<file path="config.mk">
export PLATFORM = sky130hd
export DESIGN_NAME = multicycle_control_fsm
export DESIGN_NICKNAME = d
export VERILOG_FILES = /design/src/rtl/multicycle_control_fsm.sv
export SDC_FILE = /design/constraint.sdc
export NUM_CORES = 1
export LEC_CHECK = 0
export CAP_MARGIN = 40
export CELL_PAD_IN_SITES_DETAIL_PLACEMENT = 0
export CELL_PAD_IN_SITES_GLOBAL_PLACEMENT = 1
export CORE_MARGIN = 2
export CORE_UTILIZATION = 35
export CTS_BUF_LIST = sky130_fd_sc_hd__clkbuf_16
export DETAILED_ROUTE_END_ITERATION = 8
export PLACE_DENSITY = 0.84
export SYNTH_ARGS = -nofsm -noshare
export SYNTH_HDL_FRONTEND = slang
export SYNTH_SLANG_ARGS = --single-unit
</file>
<file path="constraint.sdc">
create_clock -name clk -period 3.35 [get_ports clk]
set_input_delay 0.67 -clock clk [delete_from_list [all_inputs] [get_ports clk]]
set_output_delay 0.67 -clock clk [all_outputs]
set_load 0.1 [all_outputs]
</file>
<file path="src/rtl/multicycle_control_fsm.sv">
// rtl/multicycle_control_fsm.sv - multi-cycle DECODE/EXEC/MEM/WB control FSM with retired-instruction counter
// Optional BEQ opcode (111) enabled by defining BRANCH_EQ_EN.
module multicycle_control_fsm #(
    parameter int OPCODE_W = 3,
    parameter int MEM_WAIT = 1,
    parameter int CNT_W    = 16
) (
    input  logic                clk,
    input  logic                reset,
    input  logic                instr_valid,
    output logic                instr_ready,
    input  logic [OPCODE_W-1:0] control_opcode,
    input  logic                alu_zero,
    output logic                ir_write,
    output logic                pc_write,
    output logic                reg_dst,
    output logic                reg_write,
    output logic                mem_read,
    output logic                mem_write,
    output logic                mem_to_reg,
    output logic                ALU_src,
    output logic                jumpp,
    output logic                branch,
    output logic [1:0]          alu_op,
    output logic                illegal_op,
    output logic [CNT_W-1:0]    retired_count
);
    typedef enum logic [2:0] {S_IDLE, S_DECODE, S_EXEC, S_MEM, S_WB} state_t;

    localparam logic [2:0] MEM_LAST = 3'(MEM_WAIT);

    state_t              state_q, state_d;
    logic [OPCODE_W-1:0] op_q, op_d;
    logic [2:0]          wait_q, wait_d;
    logic [CNT_W-1:0]    retired_q, retired_d;

    logic hi_zero, is_lw, is_sw, is_jump, is_add, is_addi, is_sub, is_beq, legal, mem_last;

    // The branch decision itself is taken by the datapath, so alu_zero is only passed through.
    logic unused_alu_zero;
    assign unused_alu_zero = alu_zero;

    assign hi_zero = ((op_q >> 3) == '0);
    assign is_lw   = hi_zero && (op_q[2:0] == 3'b001);
    assign is_sw   = hi_zero && (op_q[2:0] == 3'b010);
    assign is_jump = hi_zero && (op_q[2:0] == 3'b011);
    assign is_add  = hi_zero && (op_q[2:0] == 3'b100);
    assign is_addi = hi_zero && (op_q[2:0] == 3'b101);
    assign is_sub  = hi_zero && (op_q[2:0] == 3'b110);
`ifdef BRANCH_EQ_EN
    assign is_beq  = hi_zero && (op_q[2:0] == 3'b111);
`else
    assign is_beq  = 1'b0;
`endif
    assign legal    = is_lw | is_sw | is_jump | is_add | is_addi | is_sub | is_beq;
    assign mem_last = (state_q == S_MEM) && (wait_q == MEM_LAST);
    assign retired_d = retired_q + CNT_W'(pc_write);
    assign retired_count = retired_q;

    always_ff @(posedge clk) begin
        if (reset) begin
            state_q   <= S_IDLE;
            op_q      <= '0;
            wait_q    <= '0;
            retired_q <= '0;
        end else begin
            state_q   <= state_d;
            op_q      <= op_d;
            wait_q    <= wait_d;
            retired_q <= retired_d;
        end
    end

    always_comb begin
        state_d = state_q;
        op_d    = op_q;
        wait_d  = '0;
        case (state_q)
            S_IDLE: begin
                if (instr_valid) begin
                    state_d = S_DECODE;
                    op_d    = control_opcode;
                end
            end
            S_DECODE: state_d = legal ? S_EXEC : S_IDLE;
            S_EXEC: begin
                if (is_lw || is_sw)                   state_d = S_MEM;
                else if (is_add || is_sub || is_addi) state_d = S_WB;
                else                                  state_d = S_IDLE;
            end
            S_MEM: begin
                if (mem_last) state_d = is_lw ? S_WB : S_IDLE;
                else          wait_d  = wait_q + 3'd1;
            end
            default: state_d = S_IDLE;
        endcase
    end

    always_comb begin
        instr_ready = (state_q == S_IDLE) && !reset;
        ir_write    = instr_ready && instr_valid;
        pc_write    = 1'b0;
        reg_dst     = 1'b0;
        reg_write   = 1'b0;
        mem_read    = 1'b0;
        mem_write   = 1'b0;
        mem_to_reg  = 1'b0;
        ALU_src     = 1'b0;
        jumpp       = 1'b0;
        branch      = 1'b0;
        alu_op      = 2'b00;
        illegal_op  = 1'b0;
        case (state_q)
            S_DECODE: begin
                illegal_op = !legal;
                pc_write   = !legal;
            end
            S_EXEC: begin
                if (is_lw || is_sw) begin
                    ALU_src = 1'b1;
                end else if (is_add || is_sub) begin
                    alu_op = 2'b10;
                end else if (is_addi) begin
                    alu_op  = 2'b11;
                    ALU_src = 1'b1;
                end else if (is_jump) begin
                    jumpp    = 1'b1;
                    alu_op   = 2'b01;
                    pc_write = 1'b1;
                end else if (is_beq) begin
                    branch   = 1'b1;
                    alu_op   = 2'b01;
                    pc_write = 1'b1;
                end
            end
            S_MEM: begin
                ALU_src   = 1'b1;
                mem_read  = is_lw;
                mem_write = is_sw;
                pc_write  = is_sw && mem_last;
            end
            S_WB: begin
                reg_write  = 1'b1;
                pc_write   = 1'b1;
                mem_to_reg = is_lw;
                reg_dst    = is_add || is_sub;
            end
            default: ;
        endcase
    end
endmodule

</file>
# After elaboration in Yosys (flattened, before gate mapping)

Index checks and enable logic that the tools add are counted.

Bits in read-only memories: 0
Register bits: 25
Input port bits: 7
Bits in writable memories: 0
Bits in latches: 0
Logic and storage cells: 66
Memories kept: 0

$lt $le $gt $ge: 0
Mux-type cells: 28
Add/subtract/negate cells: 2
Multipliers: 0
Shift operators: 0
Reductions and logical operators: 13
Bitwise gates (word level): 6
Eq/ne operators: 13
Div/mod/pow operators: 0

Operators by type and width:

| cell                | number |
|---|---|
| $add 16x1->16       | 1 |
| $mux 1              | 15 |
| $mux 3              | 5 |
| $eq 3x2->1 const B  | 4 |
| $eq 3x3->1 const B  | 4 |
| $pmux 3 s4          | 1 |
| $mux 2              | 5 |
| $eq 3x1->1 const B  | 3 |
| $or 1x1->1          | 5 |
| $logic_and 1x1->1   | 4 |
| $ne 2x2->1 const B  | 2 |
| $pmux 1 s4          | 1 |
| $reduce_and 2->1    | 2 |
| $add 3x1->3 const B | 1 |
| $logic_not 3->1     | 1 |
| $logic_or 1x1->1    | 3 |
| $reduce_or 3->1     | 1 |
| $logic_not 1->1     | 2 |
| $pmux 1 s2          | 1 |
| $not 1->1           | 1 |

# Depth between registers and ports, before layout

Gate-level depths: netlist of run 1.

Depth in word-level cells: 9
Depth in mapped cells: 12
Depth with buffers taken out: 11

# Worst setup path before layout of run 1

No wires, ideal clock.

Kind: input -> output
Start: in reset
End: out instr_ready
Stages: 2
Data required time: 2,680 ps
Arrival: 3,679 ps
Path slack: -999 ps
Path through: clkbuf_1 nor4_1

Word-level cells in the longest chain between the ends: 2

RTL lines:

| item              | RTL line | RTL |
|---|---|---|
| start, declared   | 9        | `input logic reset,` |
| $logic_not 1->1   | 100      | `instr_ready = (state_q == S_IDLE) && !reset;` |
| $logic_and 1x1->1 | 100      |  |
| end, declared     | 11       | `output logic instr_ready,` |

No other way between the ends.

# Worst setup path in the final report of run 1

Same ends and word-level chain as after synthesis.

==> metrics.md, run 1 <==
| Metric | Value |
|---|---|
| Die area | `4400 µm²` |
| Post-synthesis sequential area ratio | `a little under two fifths` |
| Max FO, Critical Path | `12` |
| Clock sink count | `25` |
| CTS H-Tree Depth | `1` |
| Core footprint | `roughly 3700 µm²` |
| Most common cell after layout, fill and taps aside | `buf_4` |
| Vias in the first global route | `around 1200` |
| GRT Total Usage | `~15%` |
| Worst min-delay path category | `reg2reg` |
| Int Power | `515 µW` |
| Post-Place Setup Slack | `0.784 ns` |
| Largest cells by area after synthesis | `dfxtp_1, xor2_1, nor2_1` |
| Post-Syn Instances | `about 160` |
| Fin. Hold Viols | `0` |
| CTS root buffer | `clkbuf_16` |
| CTS tree | `done` |
| Final-report max-slew violation count | `0` |
| RSZ-0062 raised after global routing | `false` |
| Measured slew at the worst slew-check pin | `0.536 ns` |
| Clock transition at path regs | `0.06 ns` |
| Worst R2R Path Depth | `9` |
| Starting Density | `36.9%` |
| Die boundary height | `about 66 µm` |
| Synth-to-layout area growth | `27.7%` |
| Mux cell area share after synthesis | `0%` |
| Post-Synth XOR/XNOR Area | `roughly a tenth` |
| CP arrival | `between 1.5 and 2 ns` |
| Vias | `about 1200` |
| Layout cells sized above 1 | `21.7%` |
| Num rows | `22` |
| Crit end category | `output port` |
| Synth Cell Area | `around 1400 µm²` |
| Period utilisation layout | `around three quarters` |
| Yosys Warn Count | `0` |
| Max-cap violations | `0` |
| Sw Share | `a little over 30%` |
| Combinational cell fraction of total power | `between 20 and 25%` |
| I/O Buffers | `34` |
| Worst slew margin | `64.2%` |
| Post-layout min period | `approximately 2.6 ns` |
| Final WL | `between 3000 and 4000 µm` |
| Post-Synth Adder-Cell Area | `3.68%` |
| I/O pins | `37` |
| Synth unique cells | `34` |
| Switch Pwr | `233 µW` |
| Synthesized Nets | `roughly 180` |
| Hold Slack | `roughly 0.49 ns` |
| HPWL Detailed | `approximately 2300 µm` |
| Die Wd | `between 60 and 70 µm` |
| Crit-path cells | `clkdlybuf4s50_1 -> nor4_2 -> buf_12` |
| Vias/cell | `5.14` |
| Fin worst setup slack | `~0.8 ns` |
| Clock share of power | `34.3%` |
| Largest family of logic cells by synthesized area | `simple AND/OR/NAND/NOR gates` |
| Antenna-violating nets left | `0` |
| Critical Path Max Stage Delay | `around 0.64 ns` |
| Hold path depth | `1` |
| Post-synth top area share | `a little under two fifths` |
| CTS resizes | `0` |
| Sequential share of power | `43.5%` |
| Max IR drop VDD | `245 µV` |
| Critical path class | `in2out` |
| WL/cell | `between 10 and 15 µm` |
| Status | `complete, no violations` |
| Synth area leader | `dfxtp_1` |
| Compound-cell area share of the yosys netlist | `roughly 8.4%` |
| Post-CTS Setup Bufs | `0` |
| Pwr per Cell Area | `about 430 nW/µm²` |
| TritonCTS buffer count | `3` |
| Fmax | `391 MHz` |
| Lkg Pwr | `about 0.71 nW` |
| Initial antenna violation count | `0` |
| CTS max path bufs | `2` |
| Drt drc | `0` |
| Final setup viols | `0` |
| Hold_buf cts | `0` |
| Setup TNS | `0 ns` |
| Gr ovfl total | `0` |
| Required @ worst endpoint | `between 2 and 3 ns` |
| First-pass GRT wire length | `5220 µm` |
| Post-synthesis simple-gate area fraction | `about a third` |
| Most frequent cells in the layout | `buf_4, dfxtp_1, nor2_1` |
| 1st-pass router iterations | `4` |
| Pin count of the biggest net entering global routing | `17` |
| Mean area per synthesized cell | `slightly above 8 µm²` |
| Clk_lat worst skew | `about 0.25 ns` |
| Crit path launch type | `primary input` |
| Final net count | `201` |
| Final Skew | `roughly 0.0042 ns` |
| Slowest cell on the critical path | `clkdlybuf4s50_1` |
| Inserted Diodes | `0` |
| RD Place Congestion | `roughly 0.92` |
| Synth Register Bits | `25` |
| Violation count after the first detailed-routing iteration | `36` |
[sequential cells by signal (all words and copies together) (netlist names)]
name / cells
op_q: 3
wait_q: 3
retired_count: 16
state_q: 3
[path summary, 6_finish.rpt]
| kind | slack (ns) | startpoint | to |
|---|---|---|---|
| worst min register to register | 0.49 | wait_q[0] | wait_q[0] |
| worst min-delay path | 0.49 | wait_q[0] | wait_q[0] |
| worst max register to register | 1.01 | state_q[0] | retired_count[8] |
| worst max-delay path | 0.79 | reset | instr_ready |
[final cells by class]
type | count | area [µm²]
clock inverter | 1 | 3.75
timing repair buffer | 35 | 300
fill | 374 | 1950
inverter | 6 | 22.5
clock buffer | 3 | 75.1
sequential | 25 | 500
multi-input combinational | 119 | 776
tap | 48 | 60.1
[Yosys cell counts (all sizes together)]
cell type and count:
nand3 9, a221oi 1, o22ai 1, buf 9, clkbuf 5, xnor2 4
a21oi 9, and4 3, nor2 17, xor2 12, nor3b 1, a31oi 2
nand4 7, conb 1, inv 6, and3 4, ha 4, nand2b 6
nor4 6, o21ai 3, and2 3, a2111o 1, nor2b 6, nor3 8
a211o 1, nand2 10, dfxtp 25
[worst max-delay path, delay by kind of cell]
kind / cells / cell delay, ns
buffers and inverters: 2 / 0.86
AND/OR/NAND/NOR: 1 / 0.35
[metal layers]
| layer | GRT usage [%] | part of all wire (%) |
|---|---|---|
| met3 | 1.70 | 4.6 |
| met4 | 4.59 | 0.46 |
| met5 | 0 | 0 |
| met2 | 27.3 | 49 |
| met1 | 18.1 | 46 |
[cells by family (layout without fill, tap and decap cells)]
group | count (synthesis) | count (layout)
other | 1 | 1
adder cells (fa/ha/maj) | 4 | 4
buffers and inverters | 20 | 45
flip-flops | 25 | 25
AO/OA/AOI/OAI | 18 | 18
AND/OR/NAND/NOR | 80 | 80
XOR/XNOR | 16 | 16
[power groups by stage]
stage	logic, mW	clock network (mW)	registers, mW
2_1_floorplan	0.126	0	0.337
3_3_place_gp	0.163	0	0.332
3_5_place_dp	0.166	0	0.332
4_1_cts	0.167	0.262	0.326
5_1_grt	0.176	0.277	0.328
6_report	0.166	0.257	0.326
[metrics by stage]
stage / util [%] / total power, mW / cell area, µm² / instances
floorplan: - / 0.464 / 1390 / 164
global placement: 45.0 / 0.495 / 1660 / 233
detailed placement: 45.0 / 0.498 / 1660 / 233
CTS: 47.1 / 0.755 / 1740 / 237
global route: 47.1 / 0.782 / 1740 / 237
finish: 47.1 / 0.748 / 1740 / 237
Power figures use the tool's default switching activity.
==> run 2: changes to the inputs <==
Settings changed: CORE_UTILIZATION 35 to 31, PLACE_DENSITY 0.84 to 0.8.
Clock period 3.35 ns to 2.1 ns, I/O delays scaled along.
==> run 2 against run 1 <==
Sequential power is 55% higher. Utilization is 3.2 points higher. First-iteration DRC count is 19% lower. Count of clock-buffer cells in the layout stayed put. Non-clock buffer count is 20 higher. Largest power group unchanged.
==> metrics.md, run 2 (synthesis gave the netlist of run 1 again) <==
| Metric | Value |
|---|---|
| Critical Path Max Stage Delay | `0.39 ns (-0.25 ns)` |
| Fin. Hold Viols | `0 (unchanged)` |
| WL/cell | `11.8 µm (-7.6%)` |
| Violation count after the first detailed-routing iteration | `29 (-19%)` |
| I/O Buffers | `34 (unchanged)` |
| Final-report max-slew violation count | `0 (unchanged)` |
| Final WL | `3080 µm (+1.7%)` |
| Final Non-Filler Cells | `261 (+10%)` |
| Crit path launch type | `register` |
| Pin count of the biggest net entering global routing | `15 (-2)` |
| Most frequent cells in the layout | `buf_4, dfxtp_1, nor2_1` |
| CTS H-Tree Depth | `1 (unchanged)` |
| Worst Path Buf+Inv | `3 (+1)` |
| Tot Pwr | `1.30 mW (+74%)` |
| Pwr per Cell Area | `602 nW/µm² (+40%)` |
| Vias | `1251 (+2.7%)` |
| Lkg Pwr | `0.865 nW (+21%)` |
| Status | `complete, no violations` |
| Final net count | `221 (+10%)` |
| Die Wd | `70.3 µm (+5.9%)` |
| Gr ovfl total | `0 (unchanged)` |
| Critical path class | `reg2out` |
| Vias/cell | `4.79 (-6.7%)` |
| Crit end category | `output port` |
| Clk_lat worst skew | `0.25 ns (about the same)` |
| Fin worst setup slack | `0.105 ns (-0.686 ns)` |
| Drt drc | `0 (unchanged)` |
| Max IR drop VDD | `343 µV (+40%)` |
| Initial antenna violation count | `0 (unchanged)` |
| Fmax | `between 500 and 600 MHz` |
| Required @ worst endpoint | `1.68 ns (-1.00 ns)` |
| CTS root buffer | `clkbuf_16` |
| Setup TNS | `0 ns (unchanged)` |
| Inserted Diodes | `0 (unchanged)` |
| Max FO, Critical Path | `6 (-6)` |
| RSZ-0062 raised after global routing | `false` |
| HPWL Detailed | `2460 µm (+7.8%)` |
| Starting Density | `31.7% (-5.2 points)` |
| GRT Total Usage | `12.9% (-2.0 points)` |
| CTS max path bufs | `2 (unchanged)` |
| Worst min-delay path category | `reg2reg` |
| 1st-pass router iterations | `4 (unchanged)` |
| Vias in the first global route | `1155 (-2.8%)` |
| CP arrival | `1.57 ns (-0.32 ns)` |
| First-pass GRT wire length | `5290 µm (+1.2%)` |
| TritonCTS buffer count | `3 (unchanged)` |
| Most common cell after layout, fill and taps aside | `buf_4` |
| Top delay family on crit path | `buffers and inverters` |
| Final setup viols | `0 (unchanged)` |
| Post-CTS Setup Bufs | `0 (unchanged)` |
| Core footprint | `4290 µm² (+16%)` |
| Final Skew | `0.00478 ns (+0.000585 ns)` |
| Clock sink count | `25 (unchanged)` |
| Placed cells | `257 (+10%)` |
| Synth-to-layout area growth | `58.7%` |
| Post-layout min period | `1.99 ns` |
| Slowest cell on the critical path | `dfxtp_2` |
| Hold_buf cts | `0 (unchanged)` |
| Hold Slack | `0.477 ns (-0.0148 ns)` |
| Die boundary height | `70.3 µm (+5.9%)` |
| Post-Place Setup Slack | `0.0576 ns (-0.727 ns)` |
| RD Place Congestion | `0.887 (-4.1%)` |
| Period utilisation layout | `95.0%` |
| Die area | `4940 µm² (+12%)` |
| CTS tree | `done` |
| Max-cap violations | `0 (unchanged)` |
| Num rows | `24 (+9.1%)` |
| I/O pins | `37 (unchanged)` |
| Max reg flops | `16 (unchanged)` |
| Layout cells sized above 1 | `38.3% (+17 points)` |
| Antenna-violating nets left | `0 (unchanged)` |
| Crit-path cells | `nand2_1 -> buf_4 -> inv_1 -> a21oi_1 -> nor4_4 -> buf_12` |
| Clock transition at path regs | `0.06 ns (about the same)` |
run 2: cell type report:
class | instances | area [µm²]
fillers | 410 | 2130
clock buffers | 3 | 75.1
repair buffers | 55 | 588
well taps | 52 | 65.1
multi-input cells | 119 | 901
inverters | 6 | 22.5
flip-flops and latches | 25 | 504
clock inverters | 1 | 5.00
run 2: final timing paths:
kind,start,endpoint,slack (ns),cells past startpoint
worst min register to register,wait_q[0],wait_q[0],0.48,1
worst max-delay path,op_q[1],illegal_op,0.11,6
worst max register to register,op_q[2],retired_count[9],0.18,10
worst min-delay path,wait_q[0],wait_q[0],0.48,1
run 2: report_power, final:
group	switching, mW	total [mW]	internal (mW)
clock network	0.157	0.413	0.256
registers	0.0161	0.505	0.488
logic	0.238	0.383	0.146
run 2: repair_timing:
action | CTS | global route
gates resized for setup | 0 | 8
hold endpoints to repair | 0 | 0
setup endpoints to repair | 0 | 15
run 2: stage by stage:
stage | util [%] | area, µm²
floorplan | - | 1500
global placement | 47.9 | 2060
detailed placement | 47.9 | 2060
finish | 50.3 | 2160
global route | 50.3 | 2160
CTS | 49.8 | 2140
run 2: layer usage:
| metal | part of all wire [%] | track usage (%) |
|---|---|---|
| met3 | 3.5 | 2.45 |
| met4 | 0.62 | 3.21 |
| met1 | 46 | 15.8 |
| met5 | 0 | 0 |
| met2 | 50 | 23.1 |
==> run 3: changes to the inputs <==
Settings changed: REMOVE_ABC_BUFFERS set to 1.
==> run 3 against run 2 <==
Critical path depth stayed put. Combinational power shrank 9.7%. Maximum frequency down 0.40%. Register-to-register slack hardly changed. Cell area decreased by 5.3%.
==> metrics.md, run 3 (synthesis gave the netlist of run 1 again) <==
| Metric | Value |
|---|---|
| CTS root buffer | `clkbuf_16` |
| First-pass GRT wire length | `5380 µm (+1.7%)` |
| Crit path launch type | `register` |
| Final setup viols | `0 (unchanged)` |
| I/O Buffers | `34 (unchanged)` |
| Crit end category | `output port` |
| Status | `complete, no violations` |
| Post-CTS Setup Bufs | `0 (unchanged)` |
| Clk_lat worst skew | `0.26 ns (about the same)` |
| Most common cell after layout, fill and taps aside | `buf_4` |
| TritonCTS buffer count | `3 (unchanged)` |
| Worst min-delay path category | `reg2reg` |
| Required @ worst endpoint | `1.68 ns (about the same)` |
| RD Place Congestion | `0.807 (-9.0%)` |
| Final Skew | `0.00246 ns (-0.00231 ns)` |
| Antenna-violating nets left | `0 (unchanged)` |
| Violation count after the first detailed-routing iteration | `74 (+160%)` |
| Layout Utilization | `47.7% (-2.7 points)` |
| Crit path top cell by count | `buf_4` |
| Clock sink count | `25 (unchanged)` |
| Vias/cell | `4.90 (+2.2%)` |
| Die boundary height | `70.3 µm (unchanged)` |
| Vias in the first global route | `1181 (+2.3%)` |
| Tot Pwr | `1.27 mW (-2.1%)` |
| Max FO, Critical Path | `8 (+2)` |
| Pin count of the biggest net entering global routing | `22 (+7)` |
| Top delay family on crit path | `simple AND/OR/NAND/NOR gates` |
| Period utilisation layout | `95.4% (+0.38 points)` |
| Initial antenna violation count | `0 (unchanged)` |
| Drt drc | `0 (unchanged)` |
| Layout cells sized above 1 | `32.1% (-6.2 points)` |
| Final Cell Area | `2050 µm² (-5.3%)` |
| Most frequent cells in the layout | `buf_4, dfxtp_1, nor2_1` |
| Critical Path Max Stage Delay | `0.32 ns (-0.07 ns)` |
| Fmax | `499 MHz (-0.40%)` |
| WL/cell | `12.2 µm (+3.1%)` |
| Vias | `1278 (+2.2%)` |
| Post-layout min period | `2.00 ns (+0.00804 ns)` |
| Clock transition at path regs | `0.06 ns (about the same)` |
| Die area | `4940 µm² (unchanged)` |
| Crit-path cells | `buf_4 -> nor2b_2 -> and2_1 -> buf_4 -> and3_4 -> buf_12` |
| Worst Path Buf+Inv | `3 (unchanged)` |
| Placed instance area | `1920 µm² (-6.5%)` |
| Final WL | `3180 µm (+3.1%)` |
| Critical path class | `reg2out` |
| CTS H-Tree Depth | `1 (unchanged)` |
| Fin. Hold Viols | `0 (unchanged)` |
| Worst slew margin | `approximately two thirds` |
| GRT Total Usage | `13.3% (+0.43 points)` |
| Max reg flops | `16 (unchanged)` |
| CP arrival | `1.58 ns (about the same)` |
| I/O pins | `37 (unchanged)` |
| Measured slew at the worst slew-check pin | `slightly below 0.5 ns` |
| Starting Density | `31.7% (unchanged)` |
| Pwr per Cell Area | `622 nW/µm² (+3.4%)` |
| Inserted Diodes | `0 (unchanged)` |
| Lkg Pwr | `0.836 nW (-3.4%)` |
| Gr ovfl total | `0 (unchanged)` |
| CTS tree | `done` |
| Slowest cell on the critical path | `dfxtp_1` |
| Max-cap violations | `0 (unchanged)` |
| HPWL Detailed | `2360 µm (-3.9%)` |
| Max IR drop VDD | `304 µV (-11%)` |
| Core footprint | `4290 µm² (unchanged)` |
| 1st-pass router iterations | `4 (unchanged)` |
| Die Wd | `70.3 µm (unchanged)` |
| Synth-to-layout area growth | `50.4%` |
| Final net count | `221 (unchanged)` |
| Final-report max-slew violation count | `0 (unchanged)` |
| Hold Slack | `0.482 ns (+0.00473 ns)` |
| Num rows | `24 (unchanged)` |
| CTS max path bufs | `2 (unchanged)` |
-- run 3: changes by cell type in the layout (fill, tap and decap cells not counted), moves of 2 or more --
cell    delta
nor3_1     +3
nor3_4     -2
nor4_1     +4
nor4_4     -4
-- run 3: final timing paths --
| check | start | to | slack [ns] | depth (start not counted) |
|---|---|---|---|---|
| setup / recovery | state_q[2] | reg_dst | 0.1 | 6 |
| hold / removal | wait_q[0] | wait_q[0] | 0.48 | 1 |
| setup reg to reg | state_q[0] | retired_count[9] | 0.19 | 10 |
| hold reg to reg | wait_q[0] | wait_q[0] | 0.48 | 1 |
-- run 3: worst register-to-register path, delay by kind of cell (launching register included) --
family                   cells  cell delay [ns]
adder cells (fa/ha/maj)      1             0.26
AND/OR/NAND/NOR              4             0.55
AO/OA/AOI/OAI                3             0.33
flip-flops                   1             0.37
XOR/XNOR                     1             0.14
buffers and inverters        1             0.15
-- run 3: per-layer routing --
layer	vias to the layer above	track usage [%]	wire, µm
met2	37	21.9	1420
met5	-	0	0
met3	5	3.17	181
met1	588	17.1	1520
met4	0	4.49	51
li1	648	-	-
-- run 3: what timing repair did --
item / CTS / global route
hold buffers: 0 / 0
gates resized for setup: 3 / 9
pin swaps: 0 / 1
endpoints found under the setup margin: 3 / 18
-- run 3: per-stage QoR --
step                      cells  setup slack, ns  setup TNS (ns)
after floorplan             150            -2.03          -32.06
after detailed placement    257          0.00514               0
after global routing        261          -0.0355         -0.0828
after global placement      257          0.00786               0
final                       261           0.0972               0
after CTS                   261           0.0198               0
-- run 3: area by class of cell --
class / instances / area [µm²]
fill: 420 / 2250
multi-input combinational: 119 / 790
timing repair buffer: 55 / 588
sequential: 25 / 503
clock buffer: 3 / 75.1
tap: 52 / 65.1
inverter: 6 / 22.5
clock inverter: 1 / 3.75
-- run 3: power breakdown --
part	switching, mW	leakage, nW	internal (mW)
Sequential	0.0186	0.203	0.488
Combinational	0.210	0.591	0.135
Clock	0.167	0.0423	0.255
